File: config.mk
export PLATFORM = sky130hd
export DESIGN_NAME = ex_stage_sequencer
export DESIGN_NICKNAME = d
export VERILOG_FILES = /design/src/rtl/ex_stage_sequencer_pkg.sv /design/src/rtl/ex_stage_sequencer_cond_eval.sv /design/src/rtl/ex_stage_sequencer.sv
export SDC_FILE = /design/constraint.sdc
export NUM_CORES = 1
export LEC_CHECK = 0
export BUFFER_PORTS_ARGS = -buffer_cell sky130_fd_sc_hd__buf_2
export CORE_MARGIN = 1.5
export CORE_UTILIZATION = 30
export CTS_CLUSTER_SIZE = 25
export DETAILED_ROUTE_END_ITERATION = 10
export GPL_ROUTABILITY_DRIVEN = 0
export PLACE_DENSITY = 0.65
export SLEW_MARGIN = 0
export SYNTH_ARGS = -nofsm -noshare
export SYNTH_HDL_FRONTEND = slang
export SYNTH_SLANG_ARGS = --single-unit
File: constraint.sdc
create_clock -name clk -period 1.84 [get_ports clk]
set_input_delay 0.092 -clock clk [delete_from_list [all_inputs] [get_ports clk]]
set_output_delay 0.092 -clock clk [all_outputs]
set_load 0.01 [all_outputs]
File: src/rtl/ex_stage_sequencer_pkg.sv
// Shared encodings for the EX-stage sequencer: ARM condition codes, ALU opcodes,
// sequencer states and NZCV flag bit positions.
package ex_pkg;

    localparam logic [3:0] COND_EQ = 4'b0000;
    localparam logic [3:0] COND_NE = 4'b0001;
    localparam logic [3:0] COND_CS = 4'b0010;
    localparam logic [3:0] COND_CC = 4'b0011;
    localparam logic [3:0] COND_MI = 4'b0100;
    localparam logic [3:0] COND_PL = 4'b0101;
    localparam logic [3:0] COND_VS = 4'b0110;
    localparam logic [3:0] COND_VC = 4'b0111;
    localparam logic [3:0] COND_HI = 4'b1000;
    localparam logic [3:0] COND_LS = 4'b1001;
    localparam logic [3:0] COND_GE = 4'b1010;
    localparam logic [3:0] COND_LT = 4'b1011;
    localparam logic [3:0] COND_GT = 4'b1100;
    localparam logic [3:0] COND_LE = 4'b1101;
    localparam logic [3:0] COND_AL = 4'b1110;
    localparam logic [3:0] COND_NV = 4'b1111;

    localparam logic [3:0] OP_AND = 4'b0000;
    localparam logic [3:0] OP_EOR = 4'b0001;
    localparam logic [3:0] OP_SUB = 4'b0010;
    localparam logic [3:0] OP_RSB = 4'b0011;
    localparam logic [3:0] OP_ADD = 4'b0100;
    localparam logic [3:0] OP_ADC = 4'b0101;
    localparam logic [3:0] OP_SBC = 4'b0110;
    localparam logic [3:0] OP_RSC = 4'b0111;
    localparam logic [3:0] OP_TST = 4'b1000;
    localparam logic [3:0] OP_TEQ = 4'b1001;
    localparam logic [3:0] OP_CMP = 4'b1010;
    localparam logic [3:0] OP_CMN = 4'b1011;
    localparam logic [3:0] OP_ORR = 4'b1100;
    localparam logic [3:0] OP_MOV = 4'b1101;
    localparam logic [3:0] OP_BIC = 4'b1110;
    localparam logic [3:0] OP_MVN = 4'b1111;

    // Compares (TST..CMN) always set flags and never write a destination register.
    localparam logic [3:0] OP_CMP_FIRST = OP_TST;
    localparam logic [3:0] OP_CMP_LAST  = OP_CMN;

    localparam int FLAG_N = 3;
    localparam int FLAG_Z = 2;
    localparam int FLAG_C = 1;
    localparam int FLAG_V = 0;

    typedef enum logic {
        RUN   = 1'b0,
        FLUSH = 1'b1
    } ex_state_e;

    function automatic logic is_compare(input logic [3:0] op);
        return (op >= OP_CMP_FIRST) && (op <= OP_CMP_LAST);
    endfunction

endpackage

File: src/rtl/ex_stage_sequencer_cond_eval.sv
// Purely combinational ARM condition-code evaluator; also reused by the
// ID-stage branch predictor, so it carries no sequencer state.
module ex_cond_eval
    import ex_pkg::*;
(
    input  logic [3:0] cond,
    input  logic [3:0] flags,
    output logic       pass
);

    logic n, z, c, v;

    assign n = flags[FLAG_N];
    assign z = flags[FLAG_Z];
    assign c = flags[FLAG_C];
    assign v = flags[FLAG_V];

    always_comb begin
        pass = 1'b0;
        case (cond)
            COND_EQ: pass = z;
            COND_NE: pass = !z;
            COND_CS: pass = c;
            COND_CC: pass = !c;
            COND_MI: pass = n;
            COND_PL: pass = !n;
            COND_VS: pass = v;
            COND_VC: pass = !v;
            COND_HI: pass = c && !z;
            COND_LS: pass = !c || z;
            COND_GE: pass = (n == v);
            COND_LT: pass = (n != v);
            COND_GT: pass = !z && (n == v);
            COND_LE: pass = z || (n != v);
            COND_AL: pass = 1'b1;
            default: pass = 1'b0;
        endcase
    end

endmodule

File: src/rtl/ex_stage_sequencer.sv
// EX-stage control: condition check, flag commit, EX/MEM handshake and the
// post-branch squash window.
module ex_stage_sequencer
    import ex_pkg::*;
#(
    parameter int FLUSH_CYCLES = 2
) (
    input  logic       clk,
    input  logic       reset,
    input  logic       id_valid,
    output logic       id_ready,
    input  logic [3:0] id_cond,
    input  logic [3:0] id_alu_op,
    input  logic       id_s_bit,
    input  logic       id_is_branch,
    input  logic       id_is_ls,
    input  logic       alu_n,
    input  logic       alu_z,
    input  logic       alu_c,
    input  logic       alu_v,
    output logic       alu_ci,
    output logic       addr_sel,
    output logic [3:0] flags_q,
    output logic       cond_pass,
    output logic       flush,
    output logic       mem_valid,
    input  logic       mem_ready,
    output logic       mem_wb_en,
    output logic       mem_is_ls
);

    ex_state_e  state;
    ex_state_e  state_next;
    logic [2:0] squash_cnt;
    logic       eval_pass;
    logic       accept;
    logic       run_pass;
    logic       taken_branch;
    logic       flags_we;
    logic       wb_en_next;

    ex_cond_eval u_cond_eval (
        .cond  (id_cond),
        .flags (flags_q),
        .pass  (eval_pass)
    );

    always_ff @(posedge clk) begin
        if (reset) begin
            state <= RUN;
        end else begin
            state <= state_next;
        end
    end

    always_comb begin
        state_next = state;
        case (state)
            RUN:     if (taken_branch) state_next = FLUSH;
            FLUSH:   if (accept && (squash_cnt == 3'd1)) state_next = RUN;
            default: state_next = RUN;
        endcase
    end

    // Inside the squash window every slot reads as a failed condition, so the
    // same bubble path handles both.
    always_comb begin
        id_ready     = !mem_valid || mem_ready;
        accept       = id_valid && id_ready;
        cond_pass    = (state == RUN) && eval_pass;
        run_pass     = accept && cond_pass;
        taken_branch = run_pass && id_is_branch;
        flags_we     = run_pass && (is_compare(id_alu_op) || id_s_bit);
        wb_en_next   = !is_compare(id_alu_op) && !id_is_branch && !id_is_ls;
        alu_ci       = flags_q[FLAG_C];
        addr_sel     = id_is_ls;
    end

    always_ff @(posedge clk) begin
        if (reset) begin
            squash_cnt <= 3'd0;
        end else if (taken_branch) begin
            squash_cnt <= 3'(FLUSH_CYCLES);
        end else if ((state == FLUSH) && accept && (squash_cnt != 3'd0)) begin
            squash_cnt <= squash_cnt - 3'd1;
        end
    end

    always_ff @(posedge clk) begin
        if (reset) begin
            flush   <= 1'b0;
            flags_q <= 4'b0000;
        end else begin
            flush <= taken_branch;
            if (flags_we) begin
                flags_q <= {alu_n, alu_z, alu_c, alu_v};
            end
        end
    end

    // EX/MEM register only moves when the slot downstream is free.
    always_ff @(posedge clk) begin
        if (reset) begin
            mem_valid <= 1'b0;
            mem_wb_en <= 1'b0;
            mem_is_ls <= 1'b0;
        end else if (id_ready) begin
            mem_valid <= run_pass;
            mem_wb_en <= run_pass && wb_en_next;
            mem_is_ls <= run_pass && id_is_ls;
        end
    end

endmodule

==> metrics.log <==
[metrics] maximum number of pins on one net before global-route repair: 13
[metrics] Final Net Count: 147
[metrics] top post-synthesis cells by count: sky130_fd_sc_hd__dfxtp_1, sky130_fd_sc_hd__nand2_1, sky130_fd_sc_hd__inv_1, sky130_fd_sc_hd__mux2i_1
[metrics] Via density: 5.00
[metrics] met3 usage in global routing: 0.0355
[metrics] total via count in the routed design: 765
[metrics] highest fanout seen on the critical path: 4
[metrics] final count of negative-setup-slack endpoints: 0
[metrics] share of cells above drive strength 1: 0.455
[metrics] global-route usage over all layers: 0.129
[metrics] Buffers on Ports: 28
[metrics] Die Area: 2980 um2
[metrics] critical path type: flip-flop to primary output
[metrics] data required time of the critical path: 1.75 ns
[metrics] relative area change from synthesis to final layout: 35.2%
[metrics] drt first-iter violations: 14
[metrics] first-pass iteration count of the detailed router: 4
[metrics] area leader, netlist: sky130_fd_sc_hd__dfxtp_1
[metrics] setup TNS after final layout: 0 ns
[metrics] Distinct cells, synth: 39
[metrics] Mean Syn Cell Area: 8.66 um2
[metrics] Setup crit end kind: primary output
[metrics] Wirelength per Cell: 11.6 um
[metrics] initial antenna violation count: 0
[metrics] Main synth FF type: sky130_fd_sc_hd__dfxtp_1
[metrics] Worst Tran Pin Value: 0.469 ns
[metrics] power density relative to cell area: 576 nW/um2
[metrics] total congestion overflow after global routing: 0
[metrics] Final HPWL DP: 1.40 mm
[metrics] number of standard cells after synthesis: 92
[metrics] number of rows in the core area: 18
[metrics] DRC Markers: 0
[metrics] data arrival time of the worst path: 1.68 ns
[metrics] level count of the clock H-tree: 1
[metrics] number of storage elements in the synthesis netlist: 12
[metrics] status: finished, final reports clean
[metrics] RSZ-0062 raised after global routing: true
[metrics] Period minus WS final: 1.77 ns
[metrics] met1 Resource Use GR: 0.150
[metrics] kind of launch point of the worst setup path: flip-flop
[metrics] largest buffer count on any clock path: 2
[metrics] area of the core: 2500 um2
[metrics] grt met2 use: 0.215
[metrics] die extent in x: 54.5 um
[metrics] hold slack: 0.0256 ns
[metrics] Max rail drop VDD: 0.373 mV
[metrics] power consumption: about 0.00062 W
[metrics] clock transition time at the flip-flop clock pins of the worst setup and hold paths: around 0.070 ns
[metrics] CTS tree: yes
[metrics] remaining antenna violation count after routing: 0
[metrics] die height: 54.5 um
[metrics] DP Area: roughly 940 um2
[metrics] part of the cycle the worst path needs: 0.961
[metrics] async set-reset flop share out of synthesis: 0
[metrics] clk_lat worst skew: 0.27 ns
[metrics] class of the tightest hold or removal check: input pin to flip-flop
[metrics] number of clock sinks seen by CTS: 12
[metrics] number of top-level pins: 31
[metrics] Num CTS Buffers: 3
[metrics] final standard cell area without fillers: 1080 um2
[metrics] max-cap violation count: 0
[metrics] quantity of hold-fixing buffers added after cts: 0
[metrics] Root Buffer: sky130_fd_sc_hd__clkbuf_4
[metrics] most frequent cell after synthesis: sky130_fd_sc_hd__dfxtp_1
[metrics] peak clock frequency supported by timing: 565 MHz
[metrics] count of endpoints failing hold in the final timing report: 0
[metrics] biggest area contributors in the synthesized netlist: sky130_fd_sc_hd__dfxtp_1, sky130_fd_sc_hd__mux2i_1, sky130_fd_sc_hd__nand2_1
[metrics] Final Slew Violations: 0
[metrics] leakage power: between 0.4 and 0.5 nW
[metrics] synthesized area: 797 um2
[metrics] clock skew after layout: 0.00505 ns
[metrics] antenna cells: 0
[metrics] Mapped Nets: 114
[metrics] peak-usage layer in the global routing report: met2
[metrics] wire length of the first global-routing pass: 2.73 mm
[metrics] Seq/Total Area, Yosys: 0.301
[metrics] total routed wirelength: 1.77 mm
[metrics] normalized max-slew margin: 0.686
[metrics] via count of the first global-routing pass: 638
[metrics] fraction of post-synthesis cell area in the top cell type by area: 0.301
[metrics] count of flip-flops with a built-in enable after synthesis: 0
[metrics] total number of yosys warnings: 0
[metrics] initial core utilization: 0.319
## per-stage QoR
step | util | setup WS, ns | instances
finish | 0.431 | 0.0712 | 153
global route | 0.431 | -0.0315 | 153
CTS | 0.396 | -0.0139 | 149
detailed placement | 0.377 | 0.00622 | 146
global placement | 0.377 | 0.0651 | 146
floorplan | - | 0.127 | 92
## metal layers
layer | wire length [um] | vias to the layer above
met4 | 21 | 0
met1 | 788 | 356
met5 | 0 | -
li1 | - | 395
met3 | 58 | 4
met2 | 898 | 10
## cell type report
cell class / count / area (um2)
Inverter: 6 / 22.5
Multi-Input combinational cell: 68 / 558
Fill cell: 253 / 1420
Sequential cell: 12 / 248
Clock buffer: 3 / 22.5
Timing Repair Buffer: 34 / 189
Tap cell: 30 / 37.5
## state kept, by name, indices dropped and copies added, names as in the netlist
signal and count:
flags_q 4, squash_cnt 3, flush 1, mem_is_ls 1, mem_valid 1, mem_wb_en 1, state 1
## cells by family after synthesis
family,share of synthesized area
AND/OR/NAND/NOR,0.301
multiplexers,0.0628
XOR/XNOR,0.0220
adder cells (fa/ha/maj),0.0471
AO/OA/AOI/OAI,0.179
buffers and inverters,0.0863
flip-flops,0.301
## layout by cell type (no fill, tap or decap), drive strengths merged, types with 2 or more instances in the layout
cell type / n
nor3: 4
o211ai: 2
and2: 2
a21oi: 3
inv: 6
nand3: 3
and3: 3
dfxtp: 12
nor2b: 2
clkbuf: 3
buf: 34
mux2i: 5
xnor2: 2
a31oi: 2
ha: 3
nor2: 4
nand2: 11
and3b: 2
nor4b: 2
o21ai: 3
a22o: 2
## path summary, 6_finish.rpt
path | from | to | slack, ns | cells past startpoint
hold reg to reg | mem_wb_en$_SDFFE_PP0N_ | mem_wb_en$_SDFFE_PP0N_ | 0.48 | 1
setup / recovery | flags_q[0]$_SDFFE_PP0P_ | cond_pass | 0.07 | 6
hold / removal | reset | squash_cnt[1]$_SDFFE_PP0P_ | 0.03 | 2
setup reg to reg | flags_q[2]$_SDFFE_PP0P_ | flags_q[3]$_SDFFE_PP0P_ | 0.08 | 7
## power by group
part	leakage, nW	total, W	internal, W	switching [W]
sequential	0.0997	0.000283	0.000272	0.0000107
clock	0.0138	0.000158	0.0000757	0.0000824
combinational	0.351	0.000180	0.0000875	0.0000921
## worst max-delay path, stage by stage, from the launching register on
cell and delay (ns):
sky130_fd_sc_hd__dfxtp_2 0.35, sky130_fd_sc_hd__and4b_2 0.24, sky130_fd_sc_hd__o21bai_2 0.15, sky130_fd_sc_hd__o311ai_4 0.13, sky130_fd_sc_hd__o31ai_4 0.31, sky130_fd_sc_hd__nor2_2 0.08, sky130_fd_sc_hd__buf_2 0.15
## repair_timing
action	4_1_cts	5_1_grt
gates cloned	0	0
buffers inserted	0	4
pin swaps	2	7
endpoints found under the hold margin	0	0
endpoints found under the setup margin	5	12
gates resized for setup	5	13
No activity file was read; power rests on OpenSTA's default activity.
